## config.mk

```make
export PLATFORM = sky130hd
export DESIGN_NAME = clk_freq_monitor_flat
export DESIGN_NICKNAME = d
export VERILOG_FILES = /design/src/rtl/clk_freq_monitor_pkg.sv /design/src/rtl/clk_freq_monitor_if.sv /design/src/rtl/clk_freq_monitor_chan.sv /design/src/rtl/clk_freq_monitor.sv /design/src/flat_wrapper.sv
export SDC_FILE = /design/constraint.sdc
export NUM_CORES = 1
export LEC_CHECK = 0
export ABC_AREA = 0
export ABC_CLOCK_PERIOD_IN_PS = 4150
export CORE_MARGIN = 2
export CORE_UTILIZATION = 41
export CTS_CLUSTER_SIZE = 10
export DETAILED_ROUTE_END_ITERATION = 6
export PLACE_DENSITY_LB_ADDON = 0.3
export SYNTH_ARGS = -nofsm -noshare
export SYNTH_HDL_FRONTEND = slang
export SYNTH_HIERARCHICAL = 1
export SYNTH_SLANG_ARGS = --single-unit
```

## constraint.sdc

```tcl
create_clock -name clk_ref -period 4.15 [get_ports clk_ref]
set_clock_uncertainty 0.2 [all_clocks]
set_input_delay 0.6225 -clock clk_ref [delete_from_list [all_inputs] [get_ports clk_ref]]
set_output_delay 0.6225 -clock clk_ref [all_outputs]
set_load 0.01 [all_outputs]
```

## src/rtl/clk_freq_monitor_pkg.sv

```systemverilog
// Shared types for the clock frequency monitor.
// Per-channel health FSM states and run-counter width.
package clk_freq_monitor_pkg;

  localparam int RUN_W = 4;

  typedef enum logic [1:0] {
    OK,
    SUSPECT,
    STOPPED,
    RECOVER
  } chan_state_e;

endpackage

```

## src/rtl/clk_freq_monitor_if.sv

```systemverilog
// Bus bundle between the frequency monitor and its host.
// Counter inputs, limits, measured values and per-channel flags.
interface clk_freq_monitor_if #(
  parameter int NUM_CH        = 4,
  parameter int COUNTER_WIDTH = 32
);

  logic [NUM_CH*COUNTER_WIDTH-1:0] cnt_in;
  logic [NUM_CH*COUNTER_WIDTH-1:0] min_count;
  logic [NUM_CH*COUNTER_WIDTH-1:0] max_count;
  logic [NUM_CH*COUNTER_WIDTH-1:0] value;
  logic                            value_valid;
  logic [NUM_CH-1:0]               too_slow;
  logic [NUM_CH-1:0]               too_fast;
  logic [NUM_CH-1:0]               stopped;
  logic [NUM_CH-1:0]               sticky_err;
  logic [NUM_CH-1:0]               sticky_clr;

  modport master (
    output cnt_in, min_count, max_count, sticky_clr,
    input  value, value_valid, too_slow, too_fast,
    input  stopped, sticky_err
  );

  modport slave (
    input  cnt_in, min_count, max_count, sticky_clr,
    output value, value_valid, too_slow, too_fast,
    output stopped, sticky_err
  );

endinterface

```

## src/rtl/clk_freq_monitor_chan.sv

```systemverilog
// One channel: limit compare, debounce FSM, optional sticky flag.
// Sticky flag exists only with CLK_FREQ_MONITOR_STICKY_EN defined.
module clk_freq_chan
  import clk_freq_monitor_pkg::*;
#(
  parameter int CW         = 32,
  parameter int FAIL_COUNT = 2,
  parameter int PASS_COUNT = 3
) (
  input  logic          clk_ref,
  input  logic          reset_in,
  input  logic          value_valid,
  input  logic [CW-1:0] value,
  input  logic [CW-1:0] min_count,
  input  logic [CW-1:0] max_count,
  input  logic          sticky_clr,
  output logic          too_slow,
  output logic          too_fast,
  output logic          stopped,
  output logic          sticky_err
);

  chan_state_e      state_q, state_d;
  logic [RUN_W-1:0] run_q, run_d;
  logic [RUN_W-1:0] run_inc;
  logic             slow_q, slow_d;
  logic             fast_q, fast_d;
  logic             is_slow, is_fast, bad;

  assign is_slow = value < min_count;
  assign is_fast = value > max_count;
  assign bad     = is_slow | is_fast;
  assign run_inc = run_q + 1'b1;

  // Next-state: flags and FSM only move on a fresh measurement
  always_comb begin
    state_d = state_q;
    run_d   = run_q;
    slow_d  = slow_q;
    fast_d  = fast_q;
    if (value_valid) begin
      slow_d = is_slow;
      fast_d = is_fast;
      unique case (state_q)
        OK: begin
          if (bad) begin
            if (FAIL_COUNT == 1) begin
              state_d = STOPPED;
              run_d   = '0;
            end else begin
              state_d = SUSPECT;
              run_d   = RUN_W'(1);
            end
          end
        end
        SUSPECT: begin
          if (!bad) begin
            state_d = OK;
            run_d   = '0;
          end else if (run_inc >= RUN_W'(FAIL_COUNT)) begin
            state_d = STOPPED;
            run_d   = '0;
          end else begin
            run_d   = run_inc;
          end
        end
        STOPPED: begin
          if (!bad) begin
            if (PASS_COUNT == 1) begin
              state_d = OK;
              run_d   = '0;
            end else begin
              state_d = RECOVER;
              run_d   = RUN_W'(1);
            end
          end
        end
        RECOVER: begin
          if (bad) begin
            state_d = STOPPED;
            run_d   = '0;
          end else if (run_inc >= RUN_W'(PASS_COUNT)) begin
            state_d = OK;
            run_d   = '0;
          end else begin
            run_d   = run_inc;
          end
        end
        default: begin
          state_d = OK;
          run_d   = '0;
        end
      endcase
    end
  end

  // State, run counter and raw flag registers
  always_ff @(posedge clk_ref) begin
    if (reset_in) begin
      state_q <= OK;
      run_q   <= '0;
      slow_q  <= 1'b0;
      fast_q  <= 1'b0;
    end else begin
      state_q <= state_d;
      run_q   <= run_d;
      slow_q  <= slow_d;
      fast_q  <= fast_d;
    end
  end

  assign too_slow = slow_q;
  assign too_fast = fast_q;
  assign stopped  = (state_q == STOPPED) | (state_q == RECOVER);

`ifdef CLK_FREQ_MONITOR_STICKY_EN
  logic sticky_q, sticky_d;

  // A new error wins over a same-cycle clear
  always_comb begin
    sticky_d = (value_valid & bad) | (sticky_q & ~sticky_clr);
  end

  // Sticky error register
  always_ff @(posedge clk_ref) begin
    if (reset_in) sticky_q <= 1'b0;
    else          sticky_q <= sticky_d;
  end

  assign sticky_err = sticky_q;
`else
  logic unused_clr;
  assign unused_clr = sticky_clr;
  assign sticky_err = 1'b0;
`endif

endmodule

```

## src/rtl/clk_freq_monitor.sv

```systemverilog
// Multi-channel clock frequency monitor: shared window, per-channel checks.
// Optional sticky error flags: define CLK_FREQ_MONITOR_STICKY_EN.
module clk_freq_monitor
  import clk_freq_monitor_pkg::*;
#(
  parameter int NUM_CH        = 4,
  parameter int COUNTER_WIDTH = 32,
  parameter int REF_ROLLOVER  = 12500000,
  parameter int FAIL_COUNT    = 2,
  parameter int PASS_COUNT    = 3
) (
  input logic          clk_ref,
  input logic          reset_in,
  clk_freq_monitor_if.slave bus
);

  localparam int CW = COUNTER_WIDTH;
  localparam int WW = (REF_ROLLOVER > 1) ? $clog2(REF_ROLLOVER) : 1;

  logic [WW-1:0]        win_q, win_d;
  logic [NUM_CH*CW-1:0] snap_q, snap_d;
  logic [NUM_CH*CW-1:0] value_q, value_d;
  logic                 vv_q, vv_d;
  logic                 primed_q, primed_d;
  logic                 measure;
  logic [NUM_CH-1:0]    slow_w, fast_w, stop_w, sticky_w;

  assign measure = (win_q == WW'(REF_ROLLOVER - 1));

  // Window counter and snapshot/delta; first measure only primes
  always_comb begin
    win_d    = measure ? '0 : win_q + 1'b1;
    snap_d   = snap_q;
    value_d  = value_q;
    vv_d     = 1'b0;
    primed_d = primed_q;
    if (measure) begin
      snap_d   = bus.cnt_in;
      primed_d = 1'b1;
      if (primed_q) begin
        vv_d = 1'b1;
        for (int i = 0; i < NUM_CH; i++) begin
          value_d[i*CW +: CW] = bus.cnt_in[i*CW +: CW]
                              - snap_q[i*CW +: CW];
        end
      end
    end
  end

  // Shared measurement registers
  always_ff @(posedge clk_ref) begin
    if (reset_in) begin
      win_q    <= '0;
      snap_q   <= '0;
      value_q  <= '0;
      vv_q     <= 1'b0;
      primed_q <= 1'b0;
    end else begin
      win_q    <= win_d;
      snap_q   <= snap_d;
      value_q  <= value_d;
      vv_q     <= vv_d;
      primed_q <= primed_d;
    end
  end

  for (genvar g = 0; g < NUM_CH; g++) begin : g_chan
    clk_freq_chan #(
      .CW         (CW),
      .FAIL_COUNT (FAIL_COUNT),
      .PASS_COUNT (PASS_COUNT)
    ) u_chan (
      .clk_ref     (clk_ref),
      .reset_in    (reset_in),
      .value_valid (vv_q),
      .value       (value_q[g*CW +: CW]),
      .min_count   (bus.min_count[g*CW +: CW]),
      .max_count   (bus.max_count[g*CW +: CW]),
      .sticky_clr  (bus.sticky_clr[g]),
      .too_slow    (slow_w[g]),
      .too_fast    (fast_w[g]),
      .stopped     (stop_w[g]),
      .sticky_err  (sticky_w[g])
    );
  end

  assign bus.value       = value_q;
  assign bus.value_valid = vv_q;
  assign bus.too_slow    = slow_w;
  assign bus.too_fast    = fast_w;
  assign bus.stopped     = stop_w;
  assign bus.sticky_err  = sticky_w;

endmodule

```

## src/flat_wrapper.sv

```systemverilog
// flat-port wrapper written by rule: the top's interface ports become plain ports
module clk_freq_monitor_flat import clk_freq_monitor_pkg::*;
#(
  parameter int NUM_CH        = 4,
  parameter int COUNTER_WIDTH = 32,
  parameter int REF_ROLLOVER  = 12500000,
  parameter int FAIL_COUNT    = 2,
  parameter int PASS_COUNT    = 3
)
  (clk_ref, reset_in, bus_cnt_in, bus_min_count, bus_max_count, bus_sticky_clr, bus_value, bus_value_valid, bus_too_slow, bus_too_fast, bus_stopped, bus_sticky_err);
  clk_freq_monitor_if #(.NUM_CH(NUM_CH), .COUNTER_WIDTH(COUNTER_WIDTH)) bus_i ();
  input logic clk_ref;
  input logic reset_in;
  input wire logic [$bits(bus_i.cnt_in)-1:0] bus_cnt_in;
  input wire logic [$bits(bus_i.min_count)-1:0] bus_min_count;
  input wire logic [$bits(bus_i.max_count)-1:0] bus_max_count;
  input wire logic [$bits(bus_i.sticky_clr)-1:0] bus_sticky_clr;
  output wire logic [$bits(bus_i.value)-1:0] bus_value;
  output wire logic [$bits(bus_i.value_valid)-1:0] bus_value_valid;
  output wire logic [$bits(bus_i.too_slow)-1:0] bus_too_slow;
  output wire logic [$bits(bus_i.too_fast)-1:0] bus_too_fast;
  output wire logic [$bits(bus_i.stopped)-1:0] bus_stopped;
  output wire logic [$bits(bus_i.sticky_err)-1:0] bus_sticky_err;
  assign bus_i.cnt_in = bus_cnt_in;
  assign bus_i.min_count = bus_min_count;
  assign bus_i.max_count = bus_max_count;
  assign bus_i.sticky_clr = bus_sticky_clr;
  assign bus_value = bus_i.value;
  assign bus_value_valid = bus_i.value_valid;
  assign bus_too_slow = bus_i.too_slow;
  assign bus_too_fast = bus_i.too_fast;
  assign bus_stopped = bus_i.stopped;
  assign bus_sticky_err = bus_i.sticky_err;
  clk_freq_monitor #(.NUM_CH(NUM_CH), .COUNTER_WIDTH(COUNTER_WIDTH), .REF_ROLLOVER(REF_ROLLOVER), .FAIL_COUNT(FAIL_COUNT), .PASS_COUNT(PASS_COUNT)) u_core (.clk_ref(clk_ref), .reset_in(reset_in), .bus(bus_i));
endmodule
```

; ---- After elaboration in Yosys (flattened, before gate mapping)
; Index checks and enable logic that the tools add are counted.
[classes]
bitwise_logic = 9
eq_ne = 29
muxes = 57
n_mul = 0
shift = 0
n_div = 0
add_sub_neg = 9
magnitude_cmp = 16
reduce_logical = 15
[ops]
columns = cell, count
row1 = 32-bit greater-than comparator, 4
row2 = 32-bit < comparator, 4
row3 = 32-bit subtractor, 4
row4 = 4-bit 2-to-1 mux, 24
row5 = 4-bit case mux with 4 select lines, 4
row6 = 2-bit 2-to-1 mux, 24
row7 = 4-bit by 2-bit >= comparator with 1-bit output (second input constant), 8
row8 = 2-bit case mux with 4 select lines, 4
row9 = 24-bit by 1-bit adder with 24-bit output (second input constant), 1
row10 = 24-bit equality test (second input constant), 1
row11 = 3-bit != test (second input constant), 8
row12 = 5-bit AND reduction, 4
row13 = 4-bit by 1-bit adder with 4-bit output (second input constant), 4
row14 = 2-bit equality test (second input constant), 8
row15 = 2-bit != test (second input constant), 8
row16 = 3-bit AND reduction, 4
row17 = 2-bit by 1-bit equality test with 1-bit output (second input constant), 4
row18 = 2-bit logical NOT, 4
row19 = 1-bit OR, 8
row20 = 2-bit OR reduction, 2
row21 = 2-bit AND reduction, 1
row22 = 1-bit 2-to-1 mux, 1
row23 = 1-bit inverter, 1
[totals]
word_cells = 156
mem_bits_ro = 0
in_bits = 390
output_inout_bits = 145
latchBits = 0
ram_bits = 0
memories = 0
ff_bits = 314

; ---- Longest topological paths before layout
[logic_depth]
word_depth = 5
depth_mapped = 12
ltp_nobuf = 12

; ---- Cells and area by module
; The synthesis kept the hierarchy.
[modules_own_cells]
columns = module, seq_area_each_um2, cells_each, area_per_inst_um2, n_inst
row1 = clk_freq_monitor, 5645.4, 2233, 16605.9, 1
row2 = clk_freq_chan, 160.2, 292, 2093.3, 4

; ---- Worst setup path after synthesis
; OpenSTA, ideal clock, no wires.
[synth_timing]
path_type = input to register
startpoint = input bus_cnt_in[32]
endpoint = register u_core.value_q[60], in the netlist u_core/bus.value[60]
setup_ps = 86
cell_stages = 12
n_path_buf = 0
path_slack_ps = 762
t_required_ps = 3864
arrival_ps = 3102
cell_sequence = inv_1 ha_1 fa_1 nor2b_4 o31a_1 or4_1 a21oi_2 o21ai_2 a32o_2 a21oi_1 mux2_1 a211oi_1
[synth_between]
elab_chain_len = 1
[synth_rtl]
columns = element, line_no
row1 = start: declaration, flat_wrapper.sv:14  ; input wire logic [$bits(bus_i.cnt_in)-1:0] bus_cnt_in;
row2 = 32-bit subtractor, clk_freq_monitor.sv:44  ; - snap_q[i*CW +: CW];
row3 = end signal: assignment, clk_freq_monitor.sv:61  ; value_q <= value_d;
row4 = end: declaration, clk_freq_monitor.sv:22  ; logic [NUM_CH*CW-1:0] value_q, value_d;
; No other way between the ends.
; A chain may end at the register's enable or synchronous reset.

; ---- Worst setup path in the final report
[layout_timing]
startpoint = input bus_cnt_in[96]
endpoint = register u_core.value_q[120], in the netlist u_core/bus.value[120]
; The elaborated chain is that of the path after synthesis.

==> flow_summary.yaml <==
sta:
  fin_crit_ns: 3.60
  hold_violations: 0
  relSlewSlack: 0.287
  period_share: 0.868
  setup_viol: 0
  worst_slew_pin_slew_ns: 1.07
  timing.fmax_ghz: 0.277
  rsz0062_at_grt: "no"
  final_max_slew_viol_count: 0
  setup_ws_ns: 0.546
  fin_setup_tns_ns: 0
clock_network:
  clock-root-buffer: "clkbuf_16"
  cts_hold_buf: 0
  clock_path_buffers: 3
  cts_setup_buffers: 0
  path_clk_slew_ns: 0.06
  cts_tree: "built"
  h-tree-depth: 2
  cts_resized: 0
  clock_latency_ns: 0.56
  cts_buffers: 42
  clock_sinks: 314
setup_path:
  worstSetupStartpointType: "input port"
  timing.critical_path.from: "bus_cnt_in[96]"
  cp.required_ns: 4.37
  path_cells: "clkdlybuf4s50_1 -> inv_1 -> ha_1 -> fa_1 -> nand2b_1 -> a21oi_1 -> o211ai_1 -> a31o_2 -> o21ai_0 -> o21ai_0 -> and3_1 -> o21ai_0 -> a21oi_1"
  cp-end-kind: "register"
  cp_slowest_cell: "o21ai_0"
  worst_ep_arrival_time_ns: 3.82
  slowest_delay_ns: 0.50
  cp_max_fo: 4
  r2r_end: "u_core/bus.value[120]"
  crit_type: "in2reg"
  cp_common_cell: "o21ai_0"
  worst_setup_path_endpoint: "u_core/bus.value[120]"
  r2r-start: "u_core/snap_q[96]"
  r2r_cells: 11
  rrSetupSlack_ns: 0.84
synthesis:
  syn-num-nets: 4184
  ys.flop_type: "dfxtp_1"
  yosysMostFrequentCell: "nand2_1"
  syn_area_per_cell_um2: 7.34
  yosysTopAreaCellShare: 0.252
  synthArstFlopShare: 0
  synth_cells: 3401
  synth_top_area_cell: "dfxtp_1"
  synth_common_cells: "nand2_1, a21oi_1, inv_1"
  synth-edff-count: 0
  ys_seq_elements: 314
  netlist_area_um2: 25000
  synth_area_leaders: "dfxtp_1, ha_1, a21oi_1"
  synth_cell_types: 88
  synth-seq-area-share: 0.252
  yosys_warnings: 6
placement:
  placed_area_um2: 31100
  port_buffers: 526
  gp_congestion: 0.934
  hpwl_mm: 58.5
  pre_cts_ws_ns: 0.0614
  dp.cells: 4624
floorplan:
  io_pins: 535
  rows: 90
  dieHeight_um: 251
  initial_core_util: 0.415
  die_area_um2: 62900
  fp.dieW_um: 251
  core_area_um2: 60200
global_routing:
  grt_pass1_vias: 23300
  grt.overflow.total: 0
  grt_use_total: 0.235
  grt_pass1_wl_mm: 121
  antenna_found_initial: 9
  grt_max_degree: 148
detailed_routing:
  ant_nets: 0
  first_iter_violations: 1263
  routed-via-count: 24700
  dr.pass1.iters: 7
  wirelength_mm: 76.6
  drc: 0
  wl_per_cell_um: 16.3
  via_per_inst: 5.25
run:
  drv_cap: 0
worst_hold_path:
  hold_path_class: "reg2reg"
pwr:
  p_per_area_nw_per_um2: 245
  ir_drop_mv: 0.242
  p_total_mw: 7.95
  leakagePower_nw: 13.5
layout:
  area_growth_pct: 29.8
  drive_above_1_share: 0.0404
  design_area_um2: 32400
  final_nets: 4669
  stdcell_count: 4700
outcome:
  status: "finished clean"
[worst max-delay path: cells and delay by family]
family                   cells  cell delay [ns]
AO/OA/AOI/OAI                7             1.66
adder cells (fa/ha/maj)      2             0.61
buffers and inverters        2             0.52
AND/OR/NAND/NOR              2             0.40
[stage by stage]
stage / util / hold slack [ns]
2_1_floorplan: - / 0.230
3_3_place_gp: 0.516 / 0.238
3_5_place_dp: 0.516 / 0.243
4_1_cts: 0.538 / 0.210
5_1_grt: 0.538 / 0.249
6_report: 0.538 / 0.249
[power by group]
part	internal, mW	switching [mW]
combinational	0.701	0.653
sequential	3.03	0.0152
clock	2.17	1.39
total	5.90	2.06
[area by class of cell]
type	instances	area, um^2
inverter	434	1630
tap	782	978
fill	5807	27800
clock inverter	8	71.3
antenna	8	20.0
timing repair buffer	558	5550
clock buffer	60	1270
sequential	314	6290
multi-input combinational	2536	16600
[how the worst min path moves through the flow]
| stage | from | to | cells after the start |
|---|---|---|---|
| 5_1_grt | reset_in | u_core/primed_q | 2 |
| 3_3_place_gp | u_core/snap_q[43] | u_core/snap_q[43] | 2 |
| 3_5_place_dp | u_core/snap_q[67] | u_core/snap_q[67] | 2 |
| 4_1_cts | reset_in | u_core/primed_q | 2 |
| 2_1_floorplan | u_core/win_q[0] | u_core/win_q[0] | 1 |
| 6_report | u_core/snap_q[52] | u_core/snap_q[52] | 2 |
[logic make-up after synthesis]
group / share of synthesized area
compound gates: 0.215
xor+xnor: 0.0386
fa+ha+maj: 0.198
buf+inv: 0.0837
flops: 0.252
mux: 0.00606
other cells: 0.000601
simple gates: 0.207
[sequential cells by signal (all words and copies together), names as in the netlist, named ones only]
signal and cells:
u_core/bus.value 128, u_core/bus.value_valid 1, u_core/g_chan.u_chan/run_q 16, u_core/g_chan.u_chan/state_q 4, u_core/g_chan.u_chan/too_fast 4, u_core/g_chan.u_chan/too_slow 4, u_core/primed_q 1, u_core/snap_q 128
u_core/win_q 24
[cell usage in the layout, fill, tap and decap left out, types with 14 or more instances in the layout]
cell,count
o21ai_1,17
nor2_1,174
xor2_1,29
nor2b_1,27
clkbuf_16,45
nand3_1,77
inv_1,434
a21o_1,50
mux2i_1,14
dfxtp_1,313
a211oi_1,26
o211ai_1,25
and3_1,20
nor4_1,21
nand2b_1,15
buf_4,29
nand2_1,587
ha_1,389
o21bai_1,15
o21a_1,33
a21oi_1,472
nand4_1,62
clkdlybuf4s50_1,525
xnor2_1,81
a31oi_1,20
o21ai_0,103
nor3_1,52
[routing by layer]
layer,wire length [um],vias up,GRT usage,share of wire
li1,-,12700,-,-
met1,34900,11300,0.303,0.46
met2,35900,584,0.405,0.47
met3,3900,119,0.0379,0.051
met4,1940,2,0.0678,0.025
met5,13,-,0,0.00017
Power figures use the tool's default switching activity.
